## src/rtl/multicycle_control.sv

```systemverilog
// Multi-cycle LEGv8 main control FSM: FETCH/DECODE/EXEC/MEM/WB sequencing with a
// wait-stated memory handshake and bus timeout. Define CTRL_CBNZ_EN to decode CBNZ.
module multicycle_control #(
  parameter int TIMEOUT = 16,
  parameter int CNT_W   = 5
) (
  input  logic        clk,
  input  logic        rst,
  input  logic [10:0] opcode,
  input  logic        mem_ready,
  output logic        mem_req,
  output logic        ir_write,
  output logic        pc_write,
  output logic        Reg2Loc,
  output logic        ALUSrc,
  output logic        MemtoReg,
  output logic        RegWrite,
  output logic        MemRead,
  output logic        MemWrite,
  output logic        Branch,
  output logic [1:0]  ALUOp,
  output logic        illegal,
  output logic        bus_err
);

  typedef enum logic [2:0] {
    S_FETCH, S_DECODE, S_EXEC, S_MEM, S_WB_R, S_WB_L, S_TRAP, S_ERR
  } state_t;

  typedef enum logic [2:0] {
    CLS_NONE, CLS_R, CLS_LDUR, CLS_STUR, CLS_CBZ, CLS_CBNZ, CLS_ILL
  } cls_t;

  state_t           state;
  cls_t             cls;
  cls_t             dec;
  logic [CNT_W-1:0] wait_cnt;
  logic             in_mem_phase;
  logic             timeout_hit;

  function automatic cls_t decode(input logic [10:0] op);
    cls_t c;
    case (op)
      11'b10001011000,
      11'b11001011000,
      11'b10001010000,
      11'b10101010000: c = CLS_R;
      11'b11111000010: c = CLS_LDUR;
      11'b11111000000: c = CLS_STUR;
      default: begin
        if (op[10:3] == 8'b10110100)
          c = CLS_CBZ;
`ifdef CTRL_CBNZ_EN
        else if (op[10:3] == 8'b10110101)
          c = CLS_CBNZ;
`endif
        else
          c = CLS_ILL;
      end
    endcase
    return c;
  endfunction

  always_comb begin
    dec          = decode(opcode);
    in_mem_phase = (state == S_FETCH) || (state == S_MEM);
    // Timeout only fires when the final allowed wait cycle also sees no ready.
    timeout_hit  = (wait_cnt == CNT_W'(TIMEOUT - 1)) && !mem_ready;
  end

  always_ff @(posedge clk) begin
    if (rst) begin
      state    <= S_FETCH;
      cls      <= CLS_NONE;
      wait_cnt <= '0;
    end else begin
      wait_cnt <= (in_mem_phase && !mem_ready) ? wait_cnt + 1'b1 : '0;
      case (state)
        S_FETCH: begin
          if (mem_ready)        state <= S_DECODE;
          else if (timeout_hit) state <= S_ERR;
        end
        S_DECODE: begin
          cls   <= dec;
          state <= (dec == CLS_ILL) ? S_TRAP : S_EXEC;
        end
        S_EXEC: begin
          case (cls)
            CLS_R:              state <= S_WB_R;
            CLS_LDUR, CLS_STUR: state <= S_MEM;
            default:            state <= S_FETCH;
          endcase
        end
        S_MEM: begin
          if (mem_ready)        state <= (cls == CLS_LDUR) ? S_WB_L : S_FETCH;
          else if (timeout_hit) state <= S_ERR;
        end
        S_WB_R, S_WB_L: state <= S_FETCH;
        default:        state <= state;
      endcase
    end
  end

  // Moore decode of the registered state; ir/pc strobes follow mem_ready in FETCH.
  always_comb begin
    mem_req  = 1'b0;
    ir_write = 1'b0;
    pc_write = 1'b0;
    Reg2Loc  = 1'b0;
    ALUSrc   = 1'b0;
    MemtoReg = 1'b0;
    RegWrite = 1'b0;
    MemRead  = 1'b0;
    MemWrite = 1'b0;
    Branch   = 1'b0;
    ALUOp    = 2'b00;
    illegal  = 1'b0;
    bus_err  = 1'b0;
    if (!rst) begin
      case (state)
        S_FETCH: begin
          mem_req  = 1'b1;
          MemRead  = 1'b1;
          ir_write = mem_ready;
          pc_write = mem_ready;
        end
        S_DECODE: Reg2Loc = (dec == CLS_STUR) || (dec == CLS_CBZ) || (dec == CLS_CBNZ);
        S_EXEC: begin
          case (cls)
            CLS_R: ALUOp = 2'b10;
            CLS_LDUR, CLS_STUR: ALUSrc = 1'b1;
            CLS_CBZ, CLS_CBNZ: begin
              Reg2Loc = 1'b1;
              ALUOp   = 2'b01;
              Branch  = 1'b1;
            end
            default: ;
          endcase
        end
        S_MEM: begin
          ALUSrc  = 1'b1;
          mem_req = 1'b1;
          if (cls == CLS_LDUR) begin
            MemRead = 1'b1;
          end else begin
            Reg2Loc  = 1'b1;
            MemWrite = 1'b1;
          end
        end
        S_WB_R: RegWrite = 1'b1;
        S_WB_L: begin
          MemtoReg = 1'b1;
          RegWrite = 1'b1;
        end
        S_TRAP: illegal = 1'b1;
        S_ERR:  bus_err = 1'b1;
        default: ;
      endcase
    end
  end

endmodule

```

## config.mk

```make
export PLATFORM = sky130hd
export DESIGN_NAME = multicycle_control
export DESIGN_NICKNAME = d
export VERILOG_FILES = /design/src/rtl/multicycle_control.sv
export SDC_FILE = /design/constraint.sdc
export NUM_CORES = 1
export LEC_CHECK = 0
export CORE_AREA = 3 3 55 57
export DETAILED_ROUTE_END_ITERATION = 16
export DIE_AREA = 0 0 58 60
export PLACE_DENSITY = 0.64
export SYNTH_ARGS = -nofsm -noshare
export SYNTH_HDL_FRONTEND = slang
export SYNTH_SLANG_ARGS = --single-unit
```

## constraint.sdc

```tcl
create_clock -name clk -period 1.6 [get_ports clk]
set_input_delay 0.24 -clock clk [delete_from_list [all_inputs] [get_ports clk]]
set_output_delay 0.24 -clock clk [all_outputs]
set_load 0.01 [all_outputs]
```

After elaboration in Yosys (flattened, before gate mapping). Index checks and enable logic that the tools add are counted.

Register bits: 11. Input port bits: 14. Output and inout port bits: 14. Logic and storage cells: 81.

$add $sub $neg: 1. Equality and inequality tests: 24. Muxes and demuxes: 38. Bitwise gates (word level): 1. Reduce and logical (&&, ||, !) cells: 14.

Operators with widths (number): == test 11 bit (second input constant) (6); == test 3 bit (second input constant) (9); two-way mux 1 bit (23); == test 3 x 2 -> 1 bit (second input constant) (5); two-way mux 3 bit (5); one-hot mux 3 bit (5 select lines) (1); OR reduction 2 bit (5); one-hot mux 3 bit (3 select lines) (1); == test 8 bit (second input constant) (1); == test 3 x 1 -> 1 bit (second input constant) (2); two-way mux 2 bit (3); one-hot mux 3 bit (2 select lines) (1); adder 5 x 1 -> 5 bit (second input constant) (1); == test 5 x 4 -> 1 bit (second input constant) (1); nonzero test 5 bit (1); one-hot mux 1 bit (2 select lines) (2); one-hot mux 2 bit (2 select lines) (1); OR reduction 4 bit (1); zero test 3 bit (1); logical OR 1 bit (3); one-hot mux 1 bit (3 select lines) (1); logical AND 1 bit (2); zero test 1 bit (1); inverter 1 bit (1).

Logic depth before layout (Yosys ltp). Gate-level depths: netlist (run 1).

Depth in word-level cells: 8. Depth in mapped cells: 7. Depth with buffers taken out: 7.

Worst setup path after synthesis (run 1). No wires, ideal clock.

Path type: reg-to-output. From: register state[1]. To: output Reg2Loc. Data arrival time: 1.357 ns. Required time: 1.360 ns. Setup slack: 0.003 ns. Cell stages (with the launch flop): 5. Path buffers: 2. Path through: dfxtp_1 > buf_6 > or3b_1 > buf_2 > o41ai_1.

Longest elaborated chain between the ends: 3. Elaborated cells between the ends (all ways): 5. Classes of those cells: eq/ne: 3; mux: 2.

RTL lines: from (decl) (RTL line 34) `state_t state;`; from (signal assigned) (RTL line 85) `state <= (dec == CLS_ILL) ? S_TRAP : S_EXEC;`; from (signal assigned) (RTL line 95) `if (mem_ready) state <= (cls == CLS_LDUR) ? S_WB_L : S_FETCH;`; from (signal assigned) (RTL line 99) `default: state <= state;`; == test 3 x 2 -> 1 bit / == test 3 x 1 -> 1 bit (equally long branches) (RTL line 120) `case (state)`; one-hot mux 1 bit (3 select lines) * (RTL line 120); two-way mux 1 bit * (RTL line 119) `if (!rst) begin`; to (decl) (RTL line 14) `output logic Reg2Loc,`.

Mark *: on every way between the ends. The rest lies on a longest branch, timed or not.

Final worst setup path (run 1).
From: register state[0]. To: output Reg2Loc.

Same word-level chain as after synthesis.

==> results of run 1 <==
[worst max-delay path, stage by stage (launching register included)]
cell and delay (ns):
dfxtp_4 0.38, or3b_4 0.39, o41ai_2 0.32, buf_2 0.19
[registers in the layout, summed over array words and instances (netlist names)]
signal,flops
wait_cnt,5
cls,3
state,3
[final cells by class]
class	instances	area, um^2	area share
multi-input cells	82	650.6	0.4429
inverters	4	15.01	0.01022
repair buffers	65	511.7	0.3484
flip-flops and latches	11	227.7	0.1550
well taps	30	37.54	0.02555
clock buffers	4	26.28	0.01789
[layer usage]
layer / vias to the layer above / wire (um) / global-route usage / share of wire
met2: 39 / 1268 / 0.2903 / 0.49
met5: - / 0 / 0 / 0
li1: 501 / - / - / -
met4: 0 / 95 / 0.09603 / 0.037
met3: 10 / 189 / 0.03672 / 0.073
met1: 441 / 1033 / 0.1632 / 0.40
[Yosys cell counts (all sizes together), types with 2 or more instances]
| master | number |
|---|---|
| nor2 | 14 |
| dfxtp | 11 |
| nand2 | 9 |
| a21oi | 4 |
| buf | 4 |
| inv | 4 |
| nand2b | 4 |
| nor4b | 4 |
| o21ai | 4 |
| and2 | 3 |
| and3 | 3 |
| o21bai | 3 |
| clkbuf | 2 |
| ha | 2 |
| nand3 | 2 |
| nor2b | 2 |
| nor3 | 2 |
| nor4bb | 2 |
| or3 | 2 |
| xor2 | 2 |
[path summary, 6_finish.rpt]
path	start	endpoint	slack, ns	depth (start not counted)
setup / recovery	state[0]	Reg2Loc	-0.18	3
hold / removal	wait_cnt[0]	wait_cnt[0]	0.42	1
setup reg to reg	wait_cnt[0]	state[2]	0.06	7
hold reg to reg	wait_cnt[0]	wait_cnt[0]	0.42	1
[timing repair]
action                                  in CTS  in global routing
pin swaps                                    5                  4
endpoints found under the setup margin      16                 19
resized for setup                           77                 22
buffers inserted                            11                  2
[stage by stage]
step	util	hold WS (ns)	instances	setup WS (ns)
3_5_place_dp	0.5079	0.4420	182	-0.9880
2_1_floorplan	-	0.4179	103	0.002503
5_1_grt	0.5823	0.4348	196	-0.2429
3_3_place_gp	0.5079	0.4289	182	-0.8397
4_1_cts	0.5709	0.4528	196	-0.2324
6_report	0.5823	0.4204	196	-0.1810
[kinds of logic (layout without fill, tap and decap cells)]
kind of cell / Yosys count / count (layout)
adders and majority gates: 2 / 2
xor gates and xnor gates: 3 / 3
buffers and inverters: 10 / 73
muxes: 1 / 1
DFF: 11 / 11
and+or+nand+nor: 53 / 53
AOI/OAI and AO/OA: 23 / 23
[power groups by stage]
| stage | clock, uW | combinational, uW | sequential [uW] |
|---|---|---|---|
| 2_1_floorplan | 0 | 194 | 327 |
| 3_3_place_gp | 0 | 392 | 328 |
| 3_5_place_dp | 0 | 399 | 330 |
| 4_1_cts | 195 | 467 | 328 |
| 5_1_grt | 205 | 532 | 335 |
| 6_report | 188 | 491 | 330 |
==> flow_summary_export.csv, run 1 <==
group,metric,value,unit
power_and_ir_drop,p_int,670.9,uW
synth,synthCells,103,
setup_path,crit_type,"reg -> out",
floorplan,core-area,2522,um^2
power_and_ir_drop,power_switching,337.7,uW
routing,wirelength,2.586,mm
timing,slew_headroom,0.8131,
power_and_ir_drop,switching_share,0.3348,
power_and_ir_drop,p_total,1009,uW
cts,clk_path_buf_depth,2,
final_layout,drive_gt1_frac,0.4819,
timing,finalSetupTns,-0.9494,ns
final_layout,area_growth,83.15,%
final_layout,layout_commonest_cell,"buf_4",
cts,numCtsBuffers,3,
final_layout,final_cell_mix,"33 x buf_4, 12 x nor2_1, 9 x nand2_1",
routing,num_vias,991,
status,failed_checks,"setup timing",
timing,rsz0062_at_grt,"true",
setup_path,crit_fanout,5,
cts,worstSkewPairLatency,0.27,ns
floorplan,die_h,60,um
cts,cts_tree,"done",
synth,synth_nets,119,
floorplan,rows,18,
floorplan,die_width,58,um
power_and_ir_drop,ir_drop,0.4148,mV
synth,synth_top_family_by_area,"simple AND/OR/NAND/NOR gates",
setup_path,arrival,1.54,ns
flow_run,maxCapViolations,0,
synth,synth_top_area_share,0.2746,
synth,synth_compound_area_frac,0.2106,
power_and_ir_drop,leakage,0.0006507,uW
floorplan,start_util,0.3180,
synth,yosys-top-cells-area,"dfxtp_1 27%, nor2_1 6.6%, nor4b_1 4.4%",
global_routing,grt_pass1_wl,4.195,mm
setup_path,endpoint_kind,"output port",
global_routing,grt_pass1_vias,997,
synth,synthAdderAreaFrac,0.03120,
cts,cts_num_sinks,11,
timing,layout_min_cycle_time,1.781,ns
global_routing,grt_max_degree,8,
timing,finalHoldViolations,0,
timing,timing.final.ws_setup,-0.1810,ns
power_and_ir_drop,p_clk_frac,0.187,
cts,clk_pin_slew_worst_paths,0.06,ns
synth,synth-edff-count,0,
placement,place_hpwl,1.807,mm
final_layout,fillers,232,
global_routing,overflow,0,
routing,viasPerCell,5.056,
final_layout,final_cell_area,1469,um^2
power_and_ir_drop,p_per_area,686.6,nW/um^2
synth,synthMuxAreaShare,0.01248,
synth,avgSynthCellArea,7.787,um^2
synth,ys.flop_type,"dfxtp_1",
synth,yosys.area.top_type,"dfxtp_1",
floorplan,die_area,3480,um^2
synth,synth-xor-area-share,0.03276,
routing,first_pass_iters,4,
floorplan,ioPinCount,28,
power_and_ir_drop,p_comb_frac,0.486,
timing,report.final.slew_viol_count,0,
routing,wl_per_cell,13.19,um
final_layout,nets,183,
routing,drc,0,
placement,port_buffers,27,
synth,synthArstFlopShare,0,
setup_path,cp.required,1.36,ns
final_layout,diodes,0,
global_routing,grt_usage,0.1586,
synth,ys_warn_count,0,
setup_path,cp-start-kind,"flip-flop",
status,status,"finished with violations",
placement,placed_area,1281,um^2
synth,synthSimpleGateAreaFrac,0.3713,
timing,worst_pin_slew,0.2797,ns
placement,gp_congestion,0.8946,
cts,htreeDepth,1,
cts,root_buffer,"clkbuf_4",
cts,cts_hold_buffers,0,
global_routing,antenna_found_initial,0,
power_and_ir_drop,pwr-share-seq,0.327,
synth,ys_ff_latch,11,
routing,ant_nets,0,
timing,min_period_over_period,1.113,
synth,netlist_area,802.0,um^2
timing,fmaxAchievable,0.5615,GHz
timing,fin_skew,0.0005428,ns
timing,setup_viol,10,
synth,synth.distinct_cells,43,
worst_hold_path,worstHoldPathType,"reg -> reg",
routing,drt_iter0_markers,30,
synth,seq_area_frac_synth,0.2746,
No activity file was read; power rests on OpenSTA's default activity.
==> run 2, diff against run 1 <==
Settings changed: SLEW_MARGIN from default to 20.
==> results of run 2 <==
Final layout, timing and power as in run 1 (identical DEF).
==> run 3, diff against run 2 <==
Settings changed: CAP_MARGIN from default to 20.
==> results of run 3 <==
Final layout, timing and power as in run 1 (identical DEF).
==> edit 1 (flow settings as in run 2) <==
The 7 values of `cls_t` get a one-hot encoding in 7 bits.
--- a/src/rtl/multicycle_control.sv
+++ b/src/rtl/multicycle_control.sv
@@ -28,6 +28,6 @@
   } state_t;
 
-  typedef enum logic [2:0] {
-    CLS_NONE, CLS_R, CLS_LDUR, CLS_STUR, CLS_CBZ, CLS_CBNZ, CLS_ILL
+  typedef enum logic [6:0] {
+    CLS_NONE = 7'b0000001, CLS_R = 7'b0000010, CLS_LDUR = 7'b0000100, CLS_STUR = 7'b0001000, CLS_CBZ = 7'b0010000, CLS_CBNZ = 7'b0100000, CLS_ILL = 7'b1000000
   } cls_t;
 
Function: no difference found for any inputs over 10 cycles, from zero or initial values and one cycle with rst high; not proved beyond that.
==> edit 1 against run 2 <==
  * Critical path type unchanged
  * Critical endpoint unchanged
  * Final area is 22% higher
  * Critical path depth up 3
  * The flow still finishes with violations (setup timing)
  * Setup slack worse by 0.38 ns
  * Largest cell class unchanged
  * Sequential cell count is 3 higher
  * Synthesized cell count increased by 18%
  * Routed wire length increased by 30%
  * Power is 2.9% higher
  * Combinational power fell by 21%
  * Largest power group unchanged
  * Area after synthesis increased by 17%
==> edit 1: results (changes against run 2) <==
Power
  – Combinational share of power: 37.5% (-11 points)
  – LEAKAGE: 0.764 nW (+17%)
  – Peak VDD IR: 0.603 mV (+45%)
  – Overall Power: 0.00104 W (+2.9%)
  – Part of the power in registers: 36.6% (+3.9 points)

Placed design
  – DP HPWL: 2.20 mm (+22%)
  – Gpl congestion: 0.816 (-8.8%)
  – Dpl ws: -0.832 ns (+0.156 ns)

Min path
  – Worst hold path type: input pin to flop
  – Hold_sp: opcode[5]
  – Hold Path End: cls[3]$_SDFFE_PP0P_
  – Worst Hold Path Cells: 5 (+4)

Setup path
  – Slowest-stage cell, CP: or4_4
  – Crit path DAT: 1.92 ns (+0.38 ns)
  – Crit Path Max Fanout: 2 (-3)
  – Slowest stage delay, CP: 0.54 ns (+0.15 ns)

Global routing
  – Met3 Track Usage GR: 4.97% (+1.3 points)
  – Total track usage: 20.2% (+4.3 points)
  – Vias in the first global route: 1183 (+19%)
  – Met2 usage: 36.3% (+7.3 points)
  – Largest net degree at the start of global routing: 12 (+4)
  – Met1 usage: 23.8% (+7.5 points)
  – First-pass GRT wire length: 5.41 mm (+29%)

STA
  – Clock Skews: 0.0110 ns (+0.0105 ns)
  – TNS Setup: -4.00 ns (-3.05 ns)
  – Final WS setup: -0.562 ns (-0.382 ns)
  – Final Setup Violations: 14 (+4)
  – Pin slew with the least headroom to its limit: 0.535 ns (+0.256 ns)

Yosys
  – Mapped Nets: 138 (+16%)
  – Sequential element share of the synthesized area: 29.9% (+2.5 points)
  – Distinct cell type count after synthesis: 45 (+4.7%)
  – Mean Syn Cell Area: 7.67 um^2 (-1.5%)

Detailed routing
  – Met2 WL: 1.76 mm (+38%)
  – Met3 WL: 113 um (-40%)
  – Wirelength per Cell: 15.2 um (+15%)
  – Iteration-0 DRC count of the detailed router: 39 (+30%)
  – Metal-1 WL: 1.44 mm (+39%)

Outcome
  – Status: complete, but fails checks
  – Violated checks: setup timing

Final layout
  – Layout cells sized above 1: 55.2% (+7.0 points)
  – Seq. cell area: 292 um^2 (+28%)
  – Largest regs: cls x6, wait_cnt x5, state x3

CTS
  – Latest clock arrival within the worst-skew pair: 0.29 ns (+0.02 ns)
  – Postcts setup bufs: 12 (+1)
  – Clock transition at the registers of the reported paths: 0.10 ns (+0.04 ns)
  – Post-cts gate resize count: 99 (+29%)
-- edit 1: changes by cell type after synthesis, moves of 3 or more --
cell             run 2  this run
nor4b_1              4         1
dfxtp_1             11        14
nor2_1              14        20
clkbuf_1             2         5
o21bai_1             3         0
nor2b_1              2         5
-- edit 1: logic make-up (layout without fill, tap and decap cells) --
logic type	Yosys count	count (layout)	share of synthesized area (%)
adder cells (fa/ha/maj)	2	2	2.67
AND/OR/NAND/NOR	64	64	37.7
buffers and inverters	12	82	6.15
AO/OA/AOI/OAI	25	25	18.7
flip-flops	14	14	29.9
multiplexers	1	1	1.07
XOR/XNOR	4	4	3.74
-- edit 1: tightest hold or removal path, cell delays in order --
cell and delay [ns]:
dlymetal6s2s_1 0.12, nor4b_2 0.07, nand3b_1 0.12, or3_1 0.11, a21oi_1 0.06
-- edit 1: cell type report --
type	instances	share of cell area, %
repair buffers	74	35.1
clock buffers	4	2.03
inverters	4	0.839
well taps	30	2.10
flip-flops and latches	14	16.3
multi-input cells	96	43.7
==> edit 2 (config.mk and constraints of run 2) <==
Made on the original files. Set the parameter `CNT_W` to 4 (it was 5).
--- a/src/rtl/multicycle_control.sv
+++ b/src/rtl/multicycle_control.sv
@@ -3,5 +3,5 @@
 module multicycle_control #(
   parameter int TIMEOUT = 16,
-  parameter int CNT_W   = 5
+  parameter int CNT_W   = 4
 ) (
   input  logic        clk,
Check against the original RTL: no difference found for any inputs over 10 cycles, from zero or initial values and one cycle with rst high; that may be too few to reach the edited logic, so the function may still have changed.
==> edit 2 against run 2 <==
  * Critical path type is now input pin to output port
  * Clock power fell by 5%
  * The run still ends with setup timing left
  * Setup slack improved by 0.033 ns
  * Critical endpoint unchanged
  * Routed wire length fell by 3.8%
  * Largest cell class unchanged
  * Final area fell by 4.9%
  * Area after synthesis fell by 1.6%
  * Power rose by 34%
  * Global-route usage fell by 0.60 points
  * Largest power group unchanged
  * Sequential cell count fell by 1
==> edit 2: results (changes against run 2) <==
Outcome
  – Status: complete, but fails checks
  – Violated checks: setup timing

Yosys
  – Synth Area in Compound Gates: 25.8% (+4.8 points)
  – Most frequent cells after synthesis: 14 x nor2_1, 10 x dfxtp_1, 7 x nand2_1
  – Sequential element share of the synthesized area: 25.4% (-2.1 points)
  – Ys flop type: dfxtp_1
  – Multiplexer share of the synthesized area: 1.27% (+0.020 points)
  – Distinct cell type count after synthesis: 44 (+2.3%)
  – Synth Area in XOR/XNOR: 2.22% (-1.1 points)
  – Mapped Nets: 115 (-3.4%)
  – Synth warnings: 0 (unchanged)
  – Adder-Cell Fraction of Synth Area: 1.58% (-1.5 points)
  – Mean Syn Cell Area: 7.90 um^2 (+1.4%)
  – Synth area leaders: dfxtp_1 25%, nor2_1 6.7%, a211oi_1 3.8%

Detailed routing
  – Wirelength per Cell: 13.4 um (+1.3%)
  – Via count: 953 (-3.8%)
  – Routed wire length: 2.49 mm (-3.8%)
  – DRT Pass-1 Iters: 4 (unchanged)
  – Iteration-0 DRC count of the detailed router: 22 (-27%)

Setup path
  – R2r endpoint: state[2]$_SDFFE_PP0P_
  – Crit path DAT: 1.51 ns (-0.03 ns)
  – CP startpoint: opcode[1]
  – Reg2Reg Setup Slack: 0.10 ns (+0.04 ns)
  – Crit Path Max Fanout: 2 (-3)
  – Worst R2R Start: state[1]$_SDFFE_PP0P_
  – Worst path top cell family by delay: buffers and inverters
  – Slowest stage delay, CP: 0.44 ns (+0.05 ns)
  – Slowest-stage cell, CP: clkdlybuf4s50_1
  – Reg2Reg Depth: 6 (-1)

Power
  – LEAKAGE: 0.600 nW (-7.8%)
  – Peak VDD IR: 0.594 mV (+43%)
  – Internal power: 0.000821 W (+22%)

Placed design
  – Port Buf Inserts: 27 (unchanged)
  – Gpl congestion: 0.789 (-12%)
  – Dpl ws: -0.630 ns (+0.358 ns)
  – Post-Place Cells: 178 (-2.2%)
  – DP HPWL: 1.89 mm (+4.7%)

Global routing
  – Total track usage: 15.3% (-0.60 points)
  – First-pass GRT wire length: 4.15 mm (-1.0%)
  – Antenna violations before repair: 0 (unchanged)
  – Largest net degree at the start of global routing: 10 (+2)
  – Vias in the first global route: 914 (-8.3%)

CTS
  – Latest clock arrival within the worst-skew pair: around 0.26 ns
  – Clock tree buffer depth: 2 (unchanged)
  – Clk root buf: clkbuf_4
  – Clock transition at the registers of the reported paths: about 0.070 ns

STA
  – Slew headroom: 71.7% (-9.6 points)
  – Hold_ws: 0.443 ns (+0.0226 ns)
  – Clock Skews: 0.000399 ns (-0.000144 ns)
  – Final Setup Violations: 3 (-7)
  – Final WS setup: -0.148 ns (+0.0326 ns)

Final layout
  – Post-layout nets: 173 (-5.5%)
  – Largest regs: wait_cnt x4, cls x3, state x3
  – Layout cells sized above 1: 48.7% (+0.53 points)
  – Filler instances: 240 (+3.4%)
edit 2: power groups by stage:
stage | Sequential [W] | Combinational [W] | Clock [W]
after floorplan | 0.000331 | 0.000378 | 0
after global placement | 0.000348 | 0.000681 | 0
after detailed placement | 0.000349 | 0.000692 | 0
after CTS | 0.000352 | 0.000762 | 0.000180
after global routing | 0.000361 | 0.000897 | 0.000198
final | 0.000353 | 0.000820 | 0.000178
edit 2: kinds of logic (layout without fill, tap and decap cells):
logic type / Yosys count / after routing
AOI/OAI and AO/OA: 27 / 27
xor gates and xnor gates: 2 / 2
adders and majority gates: 1 / 1
buffers and inverters: 10 / 66
DFF: 10 / 10
muxes: 1 / 1
and+or+nand+nor: 49 / 49
edit 2: worst reg2reg max path, delay by kind of cell, from the launching register on:
family                 cells  cell delay, ns
buffers and inverters      2            0.23
AO/OA/AOI/OAI              3            0.41
AND/OR/NAND/NOR            1            0.43
flip-flops                 1            0.36
edit 2: area by class of cell:
class,instances,share of cell area (%)
well taps,30,2.69
flip-flops and latches,10,15.0
clock buffers,3,1.61
inverters,4,1.08
repair buffers,59,33.7
multi-input cells,80,46.0
edit 2: through the flow:
stage | instance area [um^2] | TNS [ns]
3_5_place_dp | 1260 | -6.78
2_1_floorplan | 790 | 0
3_3_place_gp | 1260 | -6.35
6_report | 1400 | -0.180
4_1_cts | 1350 | -0.160
5_1_grt | 1400 | -0.494
edit 2: repair_timing:
action,4_1_cts,5_1_grt
setup buffers,4,1
pin swaps,8,0
setup endpoints to repair,14,12
hold buffers,0,0
gates resized for setup,80,14
edit 2: routing by layer:
metal  global-route usage, %  up-vias  routed length [um]
met1                    20.5      437                1170
met3                    1.94        2                 153
met2                    25.2       29                1160
met5                       0        -                   0
met4                    4.97        0                   7
li1                        -      485                   -
